<file path="config.mk">
export PLATFORM = sky130hd
export DESIGN_NAME = spi_reg_ctrl
export DESIGN_NICKNAME = d
export VERILOG_FILES = /design/src/rtl/spi_reg_pkg.sv /design/src/rtl/spi_reg_timeout.sv /design/src/rtl/spi_reg_ctrl.sv
export SDC_FILE = /design/constraint.sdc
export NUM_CORES = 1
export LEC_CHECK = 0
export BUFFER_PORTS_ARGS = -buffer_cell sky130_fd_sc_hd__buf_4
export CAP_MARGIN = 10
export CORE_MARGIN = 1.5
export CORE_UTILIZATION = 51
export DETAILED_ROUTE_END_ITERATION = 7
export GPL_ROUTABILITY_DRIVEN = 0
export PLACE_DENSITY = 0.88
export SLEW_MARGIN = 20
export SYNTH_ARGS = -nofsm -noshare
export SYNTH_HDL_FRONTEND = slang
export SYNTH_SLANG_ARGS = --single-unit
</file>
<file path="constraint.sdc">
create_clock -name i_clk -period 2.4 [get_ports i_clk]
set_input_delay 0.12 -clock i_clk [delete_from_list [all_inputs] [get_ports i_clk]]
set_output_delay 0.12 -clock i_clk [all_outputs]
set_load 0.005 [all_outputs]
</file>
<file path="src/rtl/spi_reg_pkg.sv">
// Shared types and constants for the SPI-to-register-bus frame controller.
package spi_reg_pkg;

  localparam int K_DEF_DWIDTH = 16;
  localparam int K_CMD_RNW_BIT = K_DEF_DWIDTH - 1;
  localparam logic [K_DEF_DWIDTH-1:0] K_TMO_WORD = 16'hDEAD;

  typedef enum logic [2:0] {
    IDLE    = 3'd0,
    CMD     = 3'd1,
    WR_WAIT = 3'd2,
    WR_BUS  = 3'd3,
    RD_BUS  = 3'd4,
    RD_LOAD = 3'd5,
    RD_WAIT = 3'd6,
    ABORT   = 3'd7
  } state_t;

endpackage

</file>
<file path="src/rtl/spi_reg_timeout.sv">
// Bus access watchdog: counts cycles while i_run is high and pulses o_expired
// on the K_TIMEOUT-th cycle of the access.
module spi_reg_timeout #(
  parameter int K_TIMEOUT = 64
) (
  input  logic i_clk,
  input  logic i_rst_n,
  input  logic i_run,
  input  logic i_clr,
  output logic o_expired
);

  localparam int K_CW = $clog2(K_TIMEOUT + 1);

  logic [K_CW-1:0] r_cnt;

  assign o_expired = i_run && (r_cnt == K_CW'(K_TIMEOUT - 1));

  // NOTE: sequential state uses non-blocking assignments so every flop samples pre-edge values.
  always_ff @(posedge i_clk or negedge i_rst_n) begin
    if (!i_rst_n) begin
      r_cnt <= '0;
    end else if (i_clr || o_expired) begin
      r_cnt <= '0;
    end else if (i_run) begin
      r_cnt <= r_cnt + K_CW'(1);
    end
  end

endmodule

</file>
<file path="src/rtl/spi_reg_ctrl.sv">
// SPI frame controller: decodes a command word, then runs auto-incrementing burst
// reads/writes on a req/ack register bus. Optional status word: SPI_REG_CTRL_STATUS_EN.
module spi_reg_ctrl
  import spi_reg_pkg::*;
#(
  parameter int K_DWIDTH  = K_DEF_DWIDTH,
  parameter int K_AWIDTH  = 8,
  parameter int K_TIMEOUT = 64
) (
  input  logic                i_clk,
  input  logic                i_rst_n,
  input  logic                i_spi_selected,
  input  logic [K_DWIDTH-1:0] i_spi_rx_data,
  input  logic                i_spi_rx_event,
  input  logic                i_spi_txe,
  output logic [K_DWIDTH-1:0] o_spi_tx_data,
  output logic                o_spi_tx_valid,
  output logic                o_bus_req,
  output logic                o_bus_we,
  output logic [K_AWIDTH-1:0] o_bus_addr,
  output logic [K_DWIDTH-1:0] o_bus_wdata,
  input  logic                i_bus_ack,
  input  logic [K_DWIDTH-1:0] i_bus_rdata,
  output logic                o_busy,
  output logic                o_err_timeout,
  output logic                o_err_overrun,
  input  logic                i_clr_err
);

  // The package constant describes the default width; other widths keep RnW in the MSB.
  localparam int K_RNW_BIT = (K_DWIDTH == K_DEF_DWIDTH) ? K_CMD_RNW_BIT : K_DWIDTH - 1;

  state_t              r_state;
  state_t              w_next;
  logic                r_sel_d;
  logic                r_sel_pend;
  logic                r_req;
  logic                r_rnw;
  logic                r_err_tmo;
  logic                r_err_ovr;
  logic [K_AWIDTH-1:0] r_addr;
  logic [K_DWIDTH-1:0] r_wdata;
  logic [K_DWIDTH-1:0] r_tx_data;

  logic                w_expired;
  logic                w_done;
  logic                w_sel_rise;
  logic                w_in_bus;
  logic                w_rx;
  logic                w_overrun;
  logic                w_tx_valid;
  logic [K_DWIDTH-1:0] w_tx_word;
  logic                w_unused;

  assign w_sel_rise = i_spi_selected && !r_sel_d;
  assign w_in_bus   = (r_state == WR_BUS) || (r_state == RD_BUS);
  assign w_done     = r_req && (i_bus_ack || w_expired);
  // A word coinciding with deselect is discarded, so rx only counts while selected.
  assign w_rx       = i_spi_rx_event && i_spi_selected;
  assign w_overrun  = w_rx && (w_in_bus || (r_state == RD_LOAD));
  assign w_unused   = ^{i_spi_txe, i_spi_rx_data};

  spi_reg_timeout #(
    .K_TIMEOUT (K_TIMEOUT)
  ) u_timeout (
    .i_clk     (i_clk),
    .i_rst_n   (i_rst_n),
    .i_run     (r_req),
    .i_clr     (w_done),
    .o_expired (w_expired)
  );

  // NOTE: every always_comb output gets a default first so no path can infer a latch.
  always_comb begin
    w_next = r_state;
    case (r_state)
      IDLE:    if (w_sel_rise || (r_sel_pend && i_spi_selected)) w_next = CMD;
      CMD:     if (!i_spi_selected) w_next = IDLE;
               else if (w_rx) w_next = i_spi_rx_data[K_RNW_BIT] ? RD_BUS : WR_WAIT;
      WR_WAIT: if (!i_spi_selected) w_next = IDLE;
               else if (w_rx) w_next = WR_BUS;
      WR_BUS,
      RD_BUS:  if (!i_spi_selected) w_next = (r_req && !w_done) ? ABORT : IDLE;
               else if (w_done) w_next = (r_state == WR_BUS) ? WR_WAIT : RD_LOAD;
      RD_LOAD: w_next = i_spi_selected ? RD_WAIT : IDLE;
      RD_WAIT: if (!i_spi_selected) w_next = IDLE;
               else if (w_rx) w_next = RD_BUS;
      ABORT:   if (w_done) w_next = IDLE;
      default: w_next = IDLE;
    endcase
  end

  always_ff @(posedge i_clk or negedge i_rst_n) begin
    if (!i_rst_n) begin
      r_state    <= IDLE;
      r_sel_d    <= 1'b0;
      r_sel_pend <= 1'b0;
      r_req      <= 1'b0;
      r_rnw      <= 1'b0;
      r_addr     <= '0;
      r_wdata    <= '0;
      r_tx_data  <= '0;
    end else begin
      r_state <= w_next;
      r_sel_d <= i_spi_selected;

      if (r_state == IDLE) r_sel_pend <= 1'b0;
      else if (r_state == ABORT && w_sel_rise) r_sel_pend <= 1'b1;

      if (w_done) r_req <= 1'b0;
      else if (w_in_bus && i_spi_selected) r_req <= 1'b1;

      if (r_state == CMD && w_rx) begin
        r_addr <= i_spi_rx_data[K_AWIDTH-1:0];
        r_rnw  <= i_spi_rx_data[K_RNW_BIT];
      end else if ((r_state == WR_BUS && w_done) || r_state == RD_LOAD) begin
        r_addr <= r_addr + K_AWIDTH'(1);
      end

      if (r_state == WR_WAIT && w_rx) r_wdata <= i_spi_rx_data;

      if (r_state == RD_BUS && w_done)
        r_tx_data <= i_bus_ack ? i_bus_rdata : K_DWIDTH'(K_TMO_WORD);
    end
  end

  // Sticky flags: a fresh error in the clear cycle takes priority.
  always_ff @(posedge i_clk or negedge i_rst_n) begin
    if (!i_rst_n) begin
      r_err_tmo <= 1'b0;
      r_err_ovr <= 1'b0;
    end else begin
      if (w_expired && !i_bus_ack) r_err_tmo <= 1'b1;
      else if (i_clr_err) r_err_tmo <= 1'b0;

      if (w_overrun) r_err_ovr <= 1'b1;
      else if (i_clr_err) r_err_ovr <= 1'b0;
    end
  end

`ifdef SPI_REG_CTRL_STATUS_EN
  logic [7:0] r_frame_cnt;
  logic       r_in_cmd_d;
  logic       w_status_load;

  assign w_status_load = (r_state == CMD) && !r_in_cmd_d;

  always_ff @(posedge i_clk or negedge i_rst_n) begin
    if (!i_rst_n) begin
      r_frame_cnt <= '0;
      r_in_cmd_d  <= 1'b0;
    end else begin
      r_in_cmd_d <= (r_state == CMD);
      if (r_state != IDLE && w_next == IDLE) r_frame_cnt <= r_frame_cnt + 8'd1;
    end
  end

  always_comb begin
    w_tx_valid = 1'b0;
    w_tx_word  = r_tx_data;
    if (r_state == RD_LOAD) begin
      w_tx_valid = i_spi_selected;
    end else if (w_status_load) begin
      w_tx_valid                    = i_spi_selected;
      w_tx_word                     = '0;
      w_tx_word[K_DWIDTH-1 -: 8]    = r_frame_cnt;
      w_tx_word[1]                  = r_err_ovr;
      w_tx_word[0]                  = r_err_tmo;
    end
  end
`else
  always_comb begin
    w_tx_valid = (r_state == RD_LOAD) && i_spi_selected;
    w_tx_word  = r_tx_data;
  end
`endif

  assign o_spi_tx_valid = w_tx_valid;
  assign o_spi_tx_data  = w_tx_valid ? w_tx_word : '0;
  assign o_bus_req      = r_req;
  assign o_bus_we       = r_req && !r_rnw;
  assign o_bus_addr     = r_addr;
  assign o_bus_wdata    = r_wdata;
  assign o_busy         = (r_state != IDLE);
  assign o_err_timeout  = r_err_tmo;
  assign o_err_overrun  = r_err_ovr;

endmodule

</file>
Word-level counts from Yosys, hierarchy flattened. Cells that the tools add are included.

Add/subtract/negate cells: 2. Equal/unequal tests: 14. Multiplexer cells: 28. Reductions and logical operators: 36.

Operator list (count): 2-to-1 mux 3 bit (14); 2-to-1 mux 16 bit (2); case mux 3 bit (7 select lines) (1); logical AND 1 bit (16); 2-to-1 mux 8 bit (2); 2-to-1 mux 7 bit (2); equality test 3 bit (second input constant) (4); nonzero test 2 bit (6); inequality test 3 bit (second input constant) (3); adder 8 x 1 -> 8 bit (second input constant) (1); adder 7 x 1 -> 7 bit (second input constant) (1); equality test 7 x 6 -> 1 bit (second input constant) (1); 2-to-1 mux 1 bit (7); equality test 3 x 2 -> 1 bit (second input constant) (2); logical OR 1 bit (6); AND reduction 6 bit (1); logical NOT 1 bit (4); equality test 3 x 1 -> 1 bit (second input constant) (1); logical NOT 3 bit (1); inequality test 3 x 2 -> 1 bit (second input constant) (1); nonzero test 3 bit (1); inequality test 2 x 1 -> 1 bit (second input constant) (1); inequality test 2 bit (second input constant) (1); OR reduction 2 bit (1).

Bits in registers: 56. Bits of input ports: 39. Output and inout port bits: 46. Word-level logic and storage cells: 91.

Longest topological paths before layout. Gate-level depths: netlist (run 1).

Word-level depth: 9. Depth in mapped cells: 7. Depth with buffers taken out: 6.

Hierarchy. Synthesis (run 1) repeated with hierarchy kept, for this count alone.

Cells, all modules: 294. Area, all modules: 2902.8 µm².

Modules (own cells, without submodules): spi_reg_ctrl (instances 1, cells each 259, area each 2538.7 µm², sequential area each 1226.2 µm²); spi_reg_timeout (instances 1, cells each 35, area each 364.1 µm², sequential area each 175.2 µm²).

Worst setup path after synthesis (run 1). No wires, ideal clock.

Path type: flip-flop to flip-flop. Start point: reg r_state[2]. End point: reg r_wdata[0] (netlist: o_bus_wdata[0]). Library setup time: 0.125 ns. Arrival: 1.510 ns. Required time: 2.275 ns. Path slack: 0.765 ns. Stages on the path, launching flop included: 6. Path buffers: 1. Clock period less this slack: 1.635 ns. Cells stage by stage: dfrtp_1 -> inv_1 -> nand2_1 -> nor3_2 -> buf_4 -> mux2_2.

Longest elaborated chain between the ends: 2.

Ends and longest elaborated chain: from (decl) (RTL line spi_reg_ctrl.sv:33) `state_t r_state;`; from (signal assigned) (RTL line spi_reg_ctrl.sv:104) `r_state <= w_next;`; equality test 3 x 2 -> 1 bit (RTL line spi_reg_ctrl.sv:120) `if (r_state == WR_WAIT && w_rx) r_wdata <= i_spi_rx_data;`; logical AND 1 bit (RTL line spi_reg_ctrl.sv:120); to (signal assigned) (RTL line spi_reg_ctrl.sv:120); to (decl) (RTL line spi_reg_ctrl.sv:42) `logic [K_DWIDTH-1:0] r_wdata;`.

No other way between the ends. A chain may end at the register's enable or synchronous reset.

Worst setup path after layout (run 1).
Start point: reg r_state[1]. End point: out o_spi_tx_data[3].

Longest elaborated chain between the ends: 3.

Ends and longest elaborated chain: equality test 3 bit (RTL line spi_reg_ctrl.sv:173) `w_tx_valid = (r_state == RD_LOAD) && i_spi_selected;`; logical AND 1 bit (RTL line spi_reg_ctrl.sv:173); 2-to-1 mux 16 bit (RTL line spi_reg_ctrl.sv:179) `assign o_spi_tx_data = w_tx_valid ? w_tx_word : '0;`; to (decl) (RTL line spi_reg_ctrl.sv:16) `output logic [K_DWIDTH-1:0] o_spi_tx_data,`.

No other way between the ends.

==> reports/results.ini, run 1 <==
[sta]
tns_ns=0
tightest_slew_ns=0.698
period_needed_ns=2.05
fmax_mhz=487
post-route-period-util_pct=85.5
final_hold_viol_count=0
slew_viol_final=0
holdWs_ns=0.0154
final.setup.worst_slack_ns=0.347
grt_setup_unrepaired=no
maxSlewHeadroom_pct=53.5
clock_skew_ns=0.00894
setup_viol=0

[clock_tree]
cts_tree=built
cts_sinks=56
clock_latency_ns=0.31
cts_buffers=5
htree_num_levels=2
cts-root-buf=clkbuf_8
clockBufferDepth=2
clk_pin_slew_ns=0.10

[synthesis]
synth_area_um2=2830
synth-edff-count=0
yosysWarningCount=0
yosys_most_used_dff=dfrtp_1
ys_seq_elements=56
synth.distinct_cells=48
synthCells=289
ys_seq_area_share_pct=49.4
async_flop_share_pct=100
syn_nets=330
avgSynthCellArea_um2=9.81

[worst_setup_path]
critPathLaunch=r_state[1]
cp.required_ns=2.28
end_kind=output pin
worst_ep_arrival_time_ns=1.93
worst_setup_path_start_kind=flop
crit_fanout=17
crit_type=flop to output pin
r2r_start=u_timeout.r_cnt[0]

[floorplanning]
dieArea_um2=6010
start_util_pct=54.1
pin_count=85
die_h_um=77.5
placementRows=26
core_area_um2=5240
fp.dieW_um=77.5

[placement]
dp_hpwl_um=4630
port_buffers=83
pre_cts_slack_ns=0.377

[cells_and_area]
fin_util_pct=69.8
final_cell_mix=buf_4 (90), dfrtp_1 (56), nand2_1 (42), o21ai_0 (34), mux2_2 (18)
nets=415
final_common_cell=buf_4
fillerInstances=418
antenna_cells=0
area_growth_pct=29.0
drive_above_1_share_pct=32.8

[route]
vias=2446
route.detailed.wl_per_inst_um=14.6
drtIter0Drc=151
drtAntennaViolNets=0
drc_errors=0
first_pass_iters=4
post_drt_via_cell_ratio=5.50
wirelength_um=6490

[global_route]
grt_pass1_wl_um=10900
antenna_found_initial=0
overflow=0
grt_pass1_vias=2428
grt_max_degree=57
grt_util_all_layers_pct=22.6

[job]
maxCapViolations=0

[power_and_ir_drop]
p_per_area_nw_per_um2=966
ir_drop_v=0.000560
p_leak_nw=1.73

[min_path]
hp-class=primary input to flop
min_from=i_clr_err

[status]
status=finished clean

-- power breakdown --
| part | internal [W] | switching [W] | total, W |
|---|---|---|---|
| clock | 0.000316 | 0.000313 | 0.000629 |
| sequential | 0.00130 | 0.000315 | 0.00162 |
| combinational | 0.000709 | 0.000577 | 0.00129 |
| total | 0.00233 | 0.00120 | 0.00353 |
-- synth_stat cells, types with 3 or more instances --
master | n | area, um2
nand2_1 | 42 | 158
nor2_1 | 8 | 30.0
nor3_1 | 5 | 25.0
o21ai_0 | 34 | 170
a21oi_1 | 8 | 40.0
dfrtp_1 | 56 | 1400
mux2i_1 | 4 | 40.0
inv_1 | 14 | 52.6
clkbuf_1 | 7 | 26.3
a211oi_1 | 4 | 30.0
nand3_1 | 3 | 15.0
and3_1 | 3 | 18.8
o22ai_1 | 5 | 31.3
mux2_2 | 18 | 203
nand4_1 | 3 | 18.8
and2_1 | 16 | 100
buf_2 | 4 | 20.0
nor2b_1 | 15 | 93.8
a22oi_1 | 3 | 22.5
-- metrics by stage --
| stage | std cells | area (um2) | total power [W] |
|---|---|---|---|
| final | 445 | 3660 | 0.00353 |
| after global routing | 445 | 3660 | 0.00378 |
| after CTS | 445 | 3660 | 0.00355 |
| after detailed placement | 435 | 3520 | 0.00292 |
| after global placement | 435 | 3520 | 0.00285 |
| after floorplan | 289 | 2830 | 0.00231 |
-- registers in the layout, indices dropped and copies added (netlist names) --
signal	count
o_bus_addr	8
o_bus_req	1
o_bus_wdata	16
o_err_overrun	1
o_err_timeout	1
r_rnw	1
r_sel_d	1
r_sel_pend	1
r_state	3
r_tx_data	16
u_timeout.r_cnt	7
-- critical path, cell delays in order (launching register included) --
cell     delay [ns]
dfrtp_1        0.66
inv_1          0.18
nand2_1        0.23
nor3_2         0.06
buf_4          0.19
and2_1         0.18
buf_4          0.14
-- final timing paths --
kind                       slack, ns               end  cells after the start
setup / recovery                0.35  o_spi_tx_data[3]                      6
hold / removal                  0.02     o_err_overrun                      2
setup reg to reg                0.35     o_bus_addr[3]                      7
hold reg to reg                 0.48      r_tx_data[7]                      2
max in group asynchronous       1.54     o_bus_addr[4]                      2
min in group asynchronous       0.40      r_tx_data[1]                      2
-- cells by family (layout without fill, tap and decap cells) --
group	Yosys count	after routing	share of synthesized area [%]
buf+inv	30	116	4.68
mux	22	22	8.57
compound gates	75	75	17.5
simple gates	103	103	18.6
flops	56	56	49.4
fa+ha+maj	2	2	0.883
xor+xnor	1	1	0.309
-- area by class of cell --
cell class | instances | area [um2] | share of cell area (%)
Multi-Input combinational cell | 203 | 1300 | 35.6
Clock inverter | 2 | 38.8 | 1.06
Tap cell | 70 | 87.6 | 2.40
Timing Repair Buffer | 92 | 696 | 19.0
Inverter | 16 | 60.1 | 1.64
Clock buffer | 6 | 72.6 | 1.98
Sequential cell | 56 | 1400 | 38.3
-- routing by layer --
metal	GRT usage, %	part of all wire (%)	up-vias
met5	0	0	-
met3	5.18	6.6	8
met1	29.6	45	1156
met4	5.64	0.88	0
li1	-	-	1187
met2	37.9	47	95
-- what timing repair did --
item                      CTS  global route
gates resized for setup     0             0
buffers inserted            0             0
hold endpoints to repair   57             0
hold buffers                2             0
Power figures use the tool's default switching activity.
==> inputs of run 2 (changes only) <==
--- a/config.mk
+++ b/config.mk
@@ -11,7 +11,7 @@
 export CORE_UTILIZATION = 51
 export DETAILED_ROUTE_END_ITERATION = 7
 export GPL_ROUTABILITY_DRIVEN = 0
-export PLACE_DENSITY = 0.88
+export PLACE_DENSITY = 0.83
 export SLEW_MARGIN = 20
 export SYNTH_ARGS = -nofsm -noshare
 export SYNTH_HDL_FRONTEND = slang
==> reports/results.ini, run 2 (same netlist as run 1, synthesis figures left out) <==
[clock_tree]
hold_buffers=2  ; unchanged
clockBufferDepth=2  ; unchanged
cts_tree=built
post-cts-setup-buffers=0  ; unchanged
cts-root-buf=clkbuf_8
clk_pin_slew_ns=0.09  ; about the same
cts_buffers=5  ; unchanged
clock_latency_ns=0.30  ; about the same
cts_sinks=56  ; unchanged
cts_resized=0  ; unchanged
htree_num_levels=2  ; unchanged

[min_path]
hp-class=primary input to flop
min_from=i_clr_err
whs_path_depth=2  ; unchanged
hold_end=o_err_overrun

[floorplanning]
dieArea_um2=6010  ; unchanged
start_util_pct=54.1  ; unchanged
fp.dieW_um=77.5  ; unchanged
core_area_um2=5240  ; unchanged
pin_count=85  ; unchanged
placementRows=26  ; unchanged
die_h_um=77.5  ; unchanged

[power_and_ir_drop]
p_leak_nw=1.74  ; +0.62%
report.power.total_w=0.00355  ; +0.47%
p_per_area_nw_per_um2=966  ; about the same
ir_drop_v=0.000627  ; +12%

[worst_setup_path]
rrSetupSlack_ns=0.47  ; +0.12 ns
reg2reg_depth=7  ; unchanged
rr_endpoint=o_bus_addr[2]
worst_ep_arrival_time_ns=1.97  ; +0.04 ns
crit_type=flop to output pin
r2r_start=u_timeout.r_cnt[0]
worst_setup_path_start_kind=flop
cp.required_ns=2.28  ; about the same
end_kind=output pin
crit_fanout=17  ; unchanged

[route]
route.met2.wl_um=3070  ; -0.26%
route.detailed.wl_per_inst_um=14.2  ; -2.6%
drtAntennaViolNets=0  ; unchanged
first_pass_iters=4  ; unchanged
top_layer=met4
post_drt_via_cell_ratio=5.46  ; -0.63%
drtIter0Drc=127  ; -16%
wirelength_um=6330  ; -2.4%
wl_met1_um=2770  ; -5.2%
vias=2436  ; -0.41%
drc_errors=0  ; unchanged
wl_met3_um=473  ; +10%

[cells_and_area]
final_cell_mix=buf_4 (91), dfrtp_1 (56), nand2_1 (42), o21ai_0 (34), mux2_2 (18)
fillerInstances=393  ; -6.0%
fin_util_pct=70.1  ; +0.33 points
fin_cells=446  ; +0.22%
final_common_cell=buf_4
antenna_cells=0  ; unchanged
nets=416  ; +0.24%
drive_above_1_share_pct=33.2  ; +0.44 points
area_growth_pct=29.6

[sta]
setup_viol=0  ; unchanged
maxSlewHeadroom_pct=52.8  ; -0.69 points
post-route-period-util_pct=87.0  ; +1.4 points
fmax_mhz=479  ; -1.7%
clock_skew_ns=0.00901  ; +0.0000750 ns
tightest_slew_ns=0.708  ; +0.0103 ns
grt_setup_unrepaired=no
period_needed_ns=2.09  ; +0.0348 ns
tns_ns=0  ; unchanged
final_hold_viol_count=0  ; unchanged
slew_viol_final=0  ; unchanged

[placement]
port_buffers=83  ; unchanged
dp_hpwl_um=4460  ; -3.7%
placed_cells=436  ; +0.23%

[global_route]
grt_pass1_vias=2407  ; -0.86%
grt_max_degree=57  ; unchanged
grt_util_all_layers_pct=21.8  ; -0.81 points
overflow=0  ; unchanged
grt_pass1_wl_um=10800  ; -1.3%
antenna_found_initial=0  ; unchanged

[status]
status=finished clean

[job]
maxCapViolations=0  ; unchanged

[run 2: report_power, final]
part | internal [W] | leakage [nW] | total, W | switching [W]
logic | 0.000716 | 0.963 | 0.00131 | 0.000596
clock network | 0.000342 | 0.0614 | 0.000644 | 0.000303
registers | 0.00130 | 0.719 | 0.00159 | 0.000289
total | 0.00236 | 1.74 | 0.00355 | 0.00119
[run 2: metrics by stage]
stage               instance area, um2  hold WS, ns  setup WS [ns]
floorplan                         2830       -0.176          0.765
global placement                  3530        0.219          0.569
detailed placement                3530        0.213          0.477
CTS                               3670      0.00305          0.355
global route                      3670       0.0107          0.210
finish                            3670      0.00946          0.312
[run 2: final cells by class]
cell class	count	area [um2]	area share (%)
Clock inverter	2	38.8	1.06
Timing Repair Buffer	93	703	19.1
Multi-Input combinational cell	203	1300	35.4
Sequential cell	56	1400	38.1
Clock buffer	6	82.6	2.25
Inverter	16	60.1	1.63
Tap cell	70	87.6	2.38
[run 2: metal layers]
layer	vias up	GRT usage [%]
li1	1184	-
met1	1135	27.8
met4	0	6.55
met3	2	3.88
met2	115	37.7
met5	-	0
[run 2: worst max-delay path by stage]
stage                       startpoint                end  slack, ns  cells past startpoint
global route                r_state[1]   o_spi_tx_data[3]       0.21                      6
floorplan                   r_state[2]     o_bus_wdata[0]       0.77                      5
global placement    u_timeout.r_cnt[0]      o_bus_addr[2]       0.57                      7
CTS                         r_state[1]  o_spi_tx_data[14]       0.36                      6
detailed placement  u_timeout.r_cnt[0]      o_bus_addr[2]       0.48                      7
finish                      r_state[1]  o_spi_tx_data[15]       0.31                      6
[run 2: critical path, cell delays in order, from the launching register on]
cell     delay [ns]
dfrtp_1        0.67
inv_1          0.20
nand2_1        0.25
nor3_2         0.06
buf_4          0.19
and2_1         0.18
buf_4          0.13
